`src/rtl/multi_seq_detector.sv`:
```
`default_nettype none
// ============================================================================
//  Module      : multi_seq_detector
//  Description : N-channel serial pattern detector. Each channel compares its
//                serial input against a pattern of 1..PAT_MAX bits that is
//                programmed at runtime. Overlap or non-overlap matching is
//                selectable per channel. Each channel has a one-cycle match
//                pulse and a saturating match counter.
//  Ports       :
//    clk          in   system clock, rising edge
//    reset        in   asynchronous active-low reset
//    sample_en    in   qualifies din; a bit is consumed only when high
//    din          in   [NCH]       serial data, bit i = channel i
//    cfg_we       in   configuration write strobe
//    cfg_ch       in   [CH_W]      channel being configured
//    cfg_pattern  in   [PAT_MAX]   pattern, bit len-1 = first bit received
//    cfg_len      in   [LEN_W]     pattern length, 0 = channel disabled
//    cfg_overlap  in   1 = overlapping matches, 0 = non-overlapping
//    cnt_clr      in   synchronous clear of all match counters
//    match        out  [NCH]       registered one-cycle match pulse
//    match_any    out  OR of match
//    match_cnt    out  [NCH*CNT_W] saturating counters, ch i at [i*CNT_W +: CNT_W]
//  Revision    : 1.0 - initial release
// ============================================================================
module multi_seq_detector #(
  parameter int NCH     = 3,
  parameter int PAT_MAX = 8,
  parameter int LEN_W   = 4,
  parameter int CNT_W   = 8,
  parameter int CH_W    = 2
) (
  input  logic                   clk,
  input  logic                   reset,
  input  logic                   sample_en,
  input  logic [NCH-1:0]         din,
  input  logic                   cfg_we,
  input  logic [CH_W-1:0]        cfg_ch,
  input  logic [PAT_MAX-1:0]     cfg_pattern,
  input  logic [LEN_W-1:0]       cfg_len,
  input  logic                   cfg_overlap,
  input  logic                   cnt_clr,
  output logic [NCH-1:0]         match,
  output logic                   match_any,
  output logic [NCH*CNT_W-1:0]   match_cnt
);

  localparam logic [LEN_W-1:0] LEN_MAX = LEN_W'(PAT_MAX);
  localparam logic [CNT_W-1:0] CNT_MAX = '1;

  for (genvar gi = 0; gi < NCH; gi++) begin : g_ch
    // The oldest history bit is shifted out before any compare could use it,
    // so only PAT_MAX-1 bits are stored; the full post-shift history is
    // rebuilt as {hist_q, din}.
    logic [PAT_MAX-2:0] hist_q, hist_d;
    logic [PAT_MAX-1:0] hist_sh;
    logic [PAT_MAX-1:0] pat_q, pat_d;
    logic [PAT_MAX-1:0] mask;
    logic [LEN_W-1:0]   len_q, len_d;
    logic [LEN_W-1:0]   len_eff;
    logic [LEN_W-1:0]   fill_q, fill_d;
    logic [LEN_W-1:0]   fill_inc;
    logic [CNT_W-1:0]   cnt_q, cnt_d;
    logic               ovl_q, ovl_d;
    logic               match_q, match_d;
    logic               cfg_sel;
    logic               ch_en;
    logic               hit;

    // Out-of-range channel numbers never equal any gi, so such writes drop.
    assign cfg_sel  = cfg_we && (cfg_ch == CH_W'(gi));
    assign len_eff  = (len_q > LEN_MAX) ? LEN_MAX : len_q;
    assign ch_en    = (len_eff != '0);
    assign hist_sh  = {hist_q, din[gi]};
    assign fill_inc = (fill_q >= len_eff) ? len_eff : fill_q + LEN_W'(1);

    // Low len_eff bits set: selects the part of history/pattern compared.
    always_comb begin
      mask = '0;
      for (int b = 0; b < PAT_MAX; b++) begin
        if (b < int'(len_eff)) begin
          mask[b] = 1'b1;
        end
      end
    end

    assign hit = ch_en && (fill_inc >= len_eff) &&
                 ((hist_sh & mask) == (pat_q & mask));

    always_comb begin
      pat_d   = pat_q;
      len_d   = len_q;
      ovl_d   = ovl_q;
      hist_d  = hist_q;
      fill_d  = fill_q;
      match_d = 1'b0;
      if (cfg_sel) begin
        // A sample coinciding with a config write is discarded.
        pat_d  = cfg_pattern;
        len_d  = cfg_len;
        ovl_d  = cfg_overlap;
        hist_d = '0;
        fill_d = '0;
      end else if (sample_en && ch_en) begin
        hist_d  = hist_sh[PAT_MAX-2:0];
        match_d = hit;
        // Non-overlap: restart the fill count so the next match needs len
        // fresh bits.
        fill_d  = (hit && !ovl_q) ? '0 : fill_inc;
      end
    end

    // Clear takes priority over a coincident match pulse.
    always_comb begin
      cnt_d = cnt_q;
      if (cnt_clr) begin
        cnt_d = '0;
      end else if (match_q && (cnt_q != CNT_MAX)) begin
        cnt_d = cnt_q + CNT_W'(1);
      end
    end

    always_ff @(posedge clk or negedge reset) begin
      if (!reset) begin
        pat_q   <= '0;
        len_q   <= '0;
        ovl_q   <= 1'b0;
        hist_q  <= '0;
        fill_q  <= '0;
        match_q <= 1'b0;
        cnt_q   <= '0;
      end else begin
        pat_q   <= pat_d;
        len_q   <= len_d;
        ovl_q   <= ovl_d;
        hist_q  <= hist_d;
        fill_q  <= fill_d;
        match_q <= match_d;
        cnt_q   <= cnt_d;
      end
    end

    assign match[gi]                    = match_q;
    assign match_cnt[gi*CNT_W +: CNT_W] = cnt_q;
  end

  assign match_any = |match;

endmodule
`default_nettype wire

```
`config.mk`:
```
export PLATFORM = sky130hd
export DESIGN_NAME = multi_seq_detector
export DESIGN_NICKNAME = d
export VERILOG_FILES = /design/src/rtl/multi_seq_detector.sv
export SDC_FILE = /design/constraint.sdc
export NUM_CORES = 1
export LEC_CHECK = 0
export ABC_CLOCK_PERIOD_IN_PS = 3750
export BUFFER_PORTS_ARGS = -buffer_cell sky130_fd_sc_hd__buf_4
export CAP_MARGIN = 20
export CORE_ASPECT_RATIO = 0.6
export CORE_MARGIN = 1.5
export CORE_UTILIZATION = 40
export DETAILED_ROUTE_END_ITERATION = 8
export MAX_ROUTING_LAYER = met4
export SLEW_MARGIN = 20
export SYNTH_ARGS = -nofsm -noshare
export SYNTH_HDL_FRONTEND = slang
export SYNTH_SLANG_ARGS = --single-unit
```
`constraint.sdc`:
```
create_clock -name clk -period 3.75 [get_ports clk]
set_clock_uncertainty 0.05 [all_clocks]
set_input_delay 0.375 -clock clk [delete_from_list [all_inputs] [get_ports clk]]
set_output_delay 0.375 -clock clk [all_outputs]
set_load 0.1 [all_outputs]
```
[Yosys cells after proc, flatten, opt, wreduce, memory -nomap -nowiden]
Cells that the tools add are included.
Operators by class
  add/subtract/negate cells: 6
  mux-type cells: 57
  equal/unequal tests: 8
  bitwise logic cells: 6
  reduce and logical (&&, ||, !) cells: 32
  $lt $le $gt $ge: 33
Operator list (count)
  two-way mux 4 bit: 15
  AND 8 bit: 6
  less-than comparator 3 x 4 -> 1 bit, first input constant: 12
  two-way mux 8 bit: 6
  two-way mux 7 bit: 6
  two-way mux 1 bit: 30
  adder 8 x 1 -> 8 bit, second input constant: 3
  equality test 8 bit: 3
  greater-or-equal comparator 4 bit: 6
  less-than comparator 1 x 4 -> 1 bit, first input constant: 6
  less-than comparator 2 x 4 -> 1 bit, first input constant: 6
  != test 8 bit, second input constant: 3
  logical AND 1 bit: 18
  adder 4 x 1 -> 4 bit, second input constant: 3
  greater-than comparator 4 bit, second input constant: 3
  nonzero test 2 bit: 6
  nonzero test 4 bit: 3
  zero test 1 bit: 3
  OR reduction 3 bit: 1
  equality test 2 x 1 -> 1 bit, second input constant: 1
  equality test 2 bit, second input constant: 1
  zero test 2 bit: 1
Storage, ports and cells
  bits in registers: 99
  output and inout bits: 28

[Depth between registers and ports, before layout]
Gate-level depths: netlist of the first run.
  word-level depth: 11
  gate-level depth with buffers: 13
  depth with buffers taken out: 13

[Worst setup path after synthesis of the first run]
No wires, ideal clock.
  kind: flip-flop to flip-flop
  from: register g_ch[0].len_q[3]
  to: register g_ch[0].fill_q[1]
  data required time: 3.578 ns
  stages on the path, launching flop included: 14
  arrival: 3.087 ns
  library setup time: 0.122 ns
  setup slack: 0.491 ns
  cells stage by stage: dfrtp_1 -> buf_6 -> nor2_1 -> ha_1 -> nand2b_1 -> a2111oi_0 -> a21oi_2 -> mux2i_1 -> ha_1 -> nand2b_1 -> a2111oi_0 -> a2111oi_1 -> nand3_1 -> a32o_1
Between the ends
  cells in the longest elaborated chain, start to end: 11
  elaborated cells on any way between the ends: 33
  those cells by class: order compare (11); eq/ne (1); mux (13); bitwise (2); reduce/logical (6)
RTL lines
  start, declared: RTL line 58  | logic [LEN_W-1:0] len_q, len_d;
  start signal, assigned: RTL line 133  | len_q <= len_d;
  greater-than comparator 4 bit: RTL line 71  | assign len_eff = (len_q > LEN_MAX) ? LEN_MAX : len_q;
  two-way mux 4 bit (*): RTL line 71
  greater-or-equal comparator 4 bit (tied with other cells): RTL line 74  | assign fill_inc = (fill_q >= len_eff) ? len_eff : fill_q + LEN_W'(1);
  two-way mux 4 bit or two-way mux 1 bit (tied branches): RTL line 74, 80
  greater-or-equal comparator 4 bit or AND 8 bit (tied branches): RTL line 86, 87
  logical AND 1 bit or equality test 8 bit (tied branches): RTL line 86, 87
  logical AND 1 bit: RTL line 86  | assign hit = ch_en && (fill_inc >= len_eff) &&
  logical AND 1 bit: RTL line 108  | fill_d = (hit && !ovl_q) ? '0 : fill_inc;
  two-way mux 4 bit: RTL line 108
  two-way mux 4 bit: RTL line 103  | end else if (sample_en && ch_en) begin
  two-way mux 4 bit: RTL line 96  | if (cfg_sel) begin
  end signal, assigned: RTL line 136  | fill_q <= fill_d;
  end, declared: RTL line 60  | logic [LEN_W-1:0] fill_q, fill_d;
Every way passes the cells marked *; elsewhere a longest branch is shown, timed or not. The select of a mux whose other input is x is not followed.
A chain may end at the register's enable or synchronous reset.

[Worst setup path after layout of the first run]
Ends and elaborated chain as after synthesis.

==> results of run 1 <==
==> through the flow <==
| step | cells | hold slack, ps | setup WS (ps) |
|---|---|---|---|
| finish | 738 | 108.0 | 237.5 |
| global route | 738 | 180.4 | 34.31 |
| CTS | 738 | 166.7 | 136.3 |
| detailed placement | 723 | 462.6 | 176.3 |
| global placement | 723 | 449.5 | 293.1 |
| floorplan | 520 | 29.41 | 491.5 |
==> worst paths after layout <==
path / cells after the start / end
max: 12 / g_ch[0].fill_q[1]
min: 1 / g_ch[1].cnt_q[4]
max reg2reg: 12 / g_ch[0].fill_q[1]
min reg2reg: 1 / g_ch[2].pat_q[6]
max in group asynchronous: 2 / g_ch[1].hist_q[4]
min in group clk: 3 / g_ch[0].hist_q[0]
==> logic make-up (layout without fill, tap and decap cells) <==
group                    count (synthesis)  after routing  share of synthesized area
AO/OA/AOI/OAI                           83             83                     0.1086
XOR/XNOR                                49             49                    0.07925
adder cells (fa/ha/maj)                 30             30                    0.06932
buffers and inverters                   43             91                    0.03512
flip-flops                              99             99                     0.4575
multiplexers                            49             49                    0.09866
AND/OR/NAND/NOR                        167            167                     0.1516
==> Yosys cell counts, types with 5 or more instances <==
cell,count
nand2b_1,5
xnor2_1,27
nor3_1,10
nor2_1,34
dfrtp_1,99
nand4_1,7
nand3_1,11
a32o_1,6
buf_2,8
mux2i_1,14
ha_1,30
inv_1,23
xor2_1,22
a21oi_1,27
clkbuf_1,7
o21ai_0,12
mux2_2,35
nand2_1,68
and3_1,5
==> metal layers <==
layer,GRT usage,share of wire,vias up
met5,-,0,-
met4,0.03922,0.0056,0
met3,0.03661,0.047,6
met2,0.2527,0.42,66
met1,0.2775,0.53,1908
li1,-,-,1925
==> state kept, by name, summed over array words and instances (netlist names) <==
signal / count
g_ch.len_q: 12
g_ch.match_q: 3
g_ch.hist_q: 21
g_ch.cnt_q: 24
g_ch.ovl_q: 3
g_ch.fill_q: 12
g_ch.pat_q: 24
==> where the power goes <==
part / internal, mW / switching, mW / total (mW) / leakage (nW)
clock network: 0.456 / 0.421 / 0.877 / 0.138
logic: 0.575 / 0.657 / 1.23 / 1.35
registers: 1.24 / 0.195 / 1.43 / 1.28
total: 2.27 / 1.27 / 3.54 / 2.76
==> area by class of cell <==
cell class | instances | area share
repair buffers | 53 | 0.06601
flip-flops and latches | 99 | 0.3985
multi-input cells | 378 | 0.4429
clock inverters | 6 | 0.008251
inverters | 23 | 0.01389
well taps | 170 | 0.03421
clock buffers | 9 | 0.03622
==> worst reg2reg max path, delay by kind of cell, from the launching register on <==
| family | cells | cell delay, ps |
|---|---|---|
| compound gates | 5 | 1440 |
| simple gates | 4 | 730 |
| fa+ha+maj | 2 | 560 |
| flops | 1 | 470 |
| mux | 1 | 160 |
==> impl_results.md, run 1 <==
* Main synth FF type: dfrtp_1
* Final hold violation count at 0
* EDFF count, synth at 0
* Most frequent cells in the layout: dfrtp_1, nand2_1, buf_4
* HPWL after detailed placement at 9097 um
* Syn Nets at 573
* CTS max path bufs at 2
* Largest net degree at the start of global routing at 71
* Post-CTS Resized at 0
* Synthesis-stage register bit count at 99
* Post-CTS setup buffers at 0
* Syn Area/Cell at 10.41 sq um
* CP startpoint: g_ch[0].len_q[3]
* Pwr Total at 3.540 mW
* Finish-stage setup viols at 0
* Vias in the first global route at 3723
* Ys async rst share at 1.000
* TritonCTS clock tree: built
* Sequential area share after synthesis at 0.4575
* Period utilisation layout at 0.9367
* Worst-Margin Slew at 985.4 ps
* Die Ht at 93.13 um
* Total number of vias at 3905
* CTS Buf Count at 9
* Slew Viols, Final at 0
* Unrepaired setup endpoints after global routing: false
* 1st-iter DRT viols at 285
* Area delta synth->final at 14.81%
* PD cells at 569.5 nW/um^2
* Fin nets at 617
* Commonest non-fill, non-tap cell in the layout: dfrtp_1
* Layout cells sized above 1 at 0.2183
* Max-cap violations at 0
* Crit-path max FO at 9
* Design area at 6217 sq um
* Overflow after GRT at 0
* Chip width at 153.2 um
* Worst hold path class: input port to async pin
* CTS H-tree depth at 3
* Yosys top cell by area: dfrtp_1
* Top cells by area, synth: dfrtp_1, mux2_2, ha_1
* Warnings from Yosys at 0
* CP arrival at 3690 ps
* CP Buf/Inv Count at 0
* TritonRoute pass-1 iters at 4
* Full die area at 14270 sq um
* Placer Congestion at 0.8910
* Root buf cell: clkbuf_16
* R2r setup slk at 240 ps
* Static leakage at 2.765 nW
* # clock sinks at 99
* Register area at 2477 sq um
* CP max-delay cell: a2111oi_1
* # DRC at 0
* Initial antenna violation count at 0
* Synth top area share at 0.4575
* Family with the most delay on the worst path: compound AO/OA/AOI/OAI gates
* CTS Hold Bufs at 0
* Total Neg Setup Slack at 0 ps
* Post-Route WL at 12260 um
* Critical R2R Launch: g_ch[0].len_q[3]
* Type of destination of the critical path: flop
* Worst slew margin at 0.3431
* Synth unique cells at 54
* WS Path Type: flop to flop
* WP data required at 3930 ps
* Status: finished, final reports clean
* Largest stage delay on the critical path at 510 ps
* Number of primary I/O pins at 51
* Clock Pin Slew Worst Setup and Hold Paths at 70 ps
* Ant. Diodes at 0
* Final ANT Viol Nets at 0
* Max VDD drop at 0.0002558 V
* First-pass GRT wire length at 19920 um
* Port Buffer Count at 50
* Routed wire length per instance at 16.61 um
* Synth Cell Area at 5415 sq um
* Final worst path period need at 3512 ps
* # fillers at 1196
* Vias/cell at 5.291
* Initial Utilization at 0.4162
* Cells after synthesis at 520
* Fmax at 284.7 MHz
* Total GRT Usage at 0.1841
* Final core occ at 0.4778
* CORE AREA at 13010 sq um
* Worst-path cell chain: nor2_1 -> ha_1 -> nand2b_1 -> a2111oi_2 -> a21oi_2 -> mux2i_1 -> ha_1 -> nand2b_1 -> a2111oi_0 -> a2111oi_1 -> nand3_1 -> a32o_1
* Worst setup SP type: flop
* Area after DPL at 5934 sq um
* Rows at 32
* Worst skew pair latency at 340 ps
* Multi-input gate area at 2754 sq um
(Power assumes the default switching activity.)
==> run 2, diff against run 1 <==
--- a/config.mk
+++ b/config.mk
@@ -13,6 +13,7 @@
 export CORE_UTILIZATION = 40
 export DETAILED_ROUTE_END_ITERATION = 8
 export MAX_ROUTING_LAYER = met4
+export PLACE_DENSITY = 0.56
 export SLEW_MARGIN = 20
 export SYNTH_ARGS = -nofsm -noshare
 export SYNTH_HDL_FRONTEND = slang
==> run 2 against run 1 <==
Effect of this change: the run now ends with DRC, hold timing left; total power up 2.7%; die area unchanged; design area up 0.64%; count of clock-buffer cells in the layout up 1; final cell count up 0.27%; via count up 0.79%; non-clock buffer count up 1; sequential share of layout area down 0.25 points; wire length up 1.9%; sequential power about the same; largest cell class unchanged; largest power group unchanged.
==> impl_results.md, run 2 (same netlist as run 1, synthesis figures left out) <==
* Ant. Diodes at 0
* # DRC at 2
* Status: complete, but fails checks
* Largest stage delay on the critical path at 500 ps
* Most frequent cells in the layout: dfrtp_1, nand2_1, buf_4
* Type of destination of the critical path: flop
* Layout cells sized above 1 at 0.2263
* Clock Pin Slew Worst Setup and Hold Paths at 70 ps
* Top layer in use: met4
* Vias in the first global route at 3823
* Worst-path cell chain: nor2_2 -> ha_1 -> nand2b_1 -> a2111oi_2 -> a21oi_2 -> mux2i_1 -> ha_1 -> nand2b_1 -> a2111oi_0 -> a2111oi_1 -> nand3_1 -> a32o_1
* CTS max path bufs at 2
* Post-CTS setup buffers at 0
* Post-Route WL at 12490 um
* CORE AREA at 13010 sq um
* CP arrival at 3710 ps
* Commonest non-fill, non-tap cell in the layout: dfrtp_1
* Post-route insts no fill at 740
* Placer Congestion at 0.8807
* WS Path Type: flop to flop
* Hold WS at -12.58 ps
* TritonCTS clock tree: built
* Critical R2R Launch: g_ch[0].len_q[3]
* Slew Viols, Final at 0
* PD cells at 581.0 nW/um^2
* Final hold violation count at 5
* Fin nets at 618
* Unrepaired setup endpoints after global routing: false
* Worst slew margin at 0.3559
* R2r setup slk at 220 ps
* CP max-delay cell: dfrtp_1
* Total Neg Setup Slack at 0 ps
* Worst setup SP type: flop
* Static leakage at 2.782 nW
* R2R depth at 12
* Area delta synth->final at 15.55%
* Top flop regs: g_ch.cnt_q (24), g_ch.pat_q (24), g_ch.hist_q (21)
* Overflow after GRT at 0
* Max-cap violations at 0
* Met3 wire len at 481 um
* Met1 wire length at 6610 um
* Failing checks: DRC, hold timing
* Pwr Total at 3.635 mW
* Number of primary I/O pins at 51
* Routed wire length per instance at 16.88 um
* Chip width at 153.2 um
* Crit-path max FO at 9
* Post-CTS Resized at 0
* Final ANT Viol Nets at 0
* HPWL after detailed placement at 9331 um
* Largest net degree at the start of global routing at 50
* Final worst path period need at 3531 ps
* Full die area at 14270 sq um
* Crit Reg-Reg Endpoint: g_ch[0].fill_q[1]
* Fmax at 283.2 MHz
* Total number of vias at 3936
* WP data required at 3930 ps
* CTS Buf Count at 9
* Area after DPL at 5929 sq um
* CP Buf/Inv Count at 0
* Rows at 32
* Design area at 6257 sq um
* Port Buffer Count at 50
* Worst-Margin Slew at 966.2 ps
* Placed insts at 724
* 1st-iter DRT viols at 199
* Root buf cell: clkbuf_16
* Vias/cell at 5.319
* Initial antenna violation count at 0
* First-pass GRT wire length at 20780 um
* Met2 WL at 5253 um
* TritonRoute pass-1 iters at 6
* Family with the most delay on the worst path: compound AO/OA/AOI/OAI gates
* Initial Utilization at 0.4162
* Die Ht at 93.13 um
* Worst hold path class: input port to async pin
* Period utilisation layout at 0.9417
* # clock sinks at 99
* Max VDD drop at 0.0002470 V
* CTS H-tree depth at 3
* Worst skew pair latency at 350 ps
* Total GRT Usage at 0.1944
* # fillers at 1174
* CTS Hold Bufs at 0
* Finish-stage setup viols at 0
==> run 2: metrics by stage <==
stage / util / worst slack, ps
after floorplan: - / 491.5
after global placement: 0.4557 / 272.3
after detailed placement: 0.4557 / 52.57
after CTS: 0.4795 / 78.56
after global routing: 0.4809 / 34.92
final: 0.4809 / 218.5
==> run 2: final cells by class <==
type,count,area [sq um],share of cell area
clock buffer,10,239.0,0.03819
clock inverter,6,71.32,0.01140
inverter,23,86.33,0.01380
multi-input combinational,378,2765,0.4419
sequential,99,2477,0.3959
tap,170,212.7,0.03399
timing repair buffer,54,405.4,0.06479
==> run 2: worst reg2reg max path, cell delays in order, from the launching register on <==
cell and delay, ps:
dfrtp_1 500, nor2_2 210, ha_1 250, nand2b_1 160, a2111oi_2 410, a21oi_2 130, mux2i_1 180, ha_1 290
nand2b_1 90, a2111oi_0 80, a2111oi_1 500, nand3_1 250, a32o_1 320
==> run 2: routing by layer <==
layer  up-vias  track usage
met5         -            -
met4         0      0.04984
met3        13      0.03892
met2        62       0.2720
met1      1932       0.2855
li1       1929            -
==> run 2: report_power, final <==
part           switching, mW  internal (mW)
registers              0.187           1.24
clock network          0.419          0.543
logic                  0.669          0.581
==> run 2: how the worst max path moves through the flow <==
stage	startpoint	to	slack [ps]	cells after the start
floorplan	g_ch[0].len_q[3]	g_ch[0].fill_q[1]	490	13
global placement	g_ch[0].len_q[3]	g_ch[0].fill_q[3]	270	12
detailed placement	g_ch[0].len_q[3]	g_ch[0].fill_q[0]	50	12
CTS	g_ch[0].len_q[3]	g_ch[0].fill_q[1]	80	12
global route	g_ch[0].len_q[3]	g_ch[0].fill_q[1]	30	12
finish	g_ch[0].len_q[3]	g_ch[0].fill_q[1]	220	12
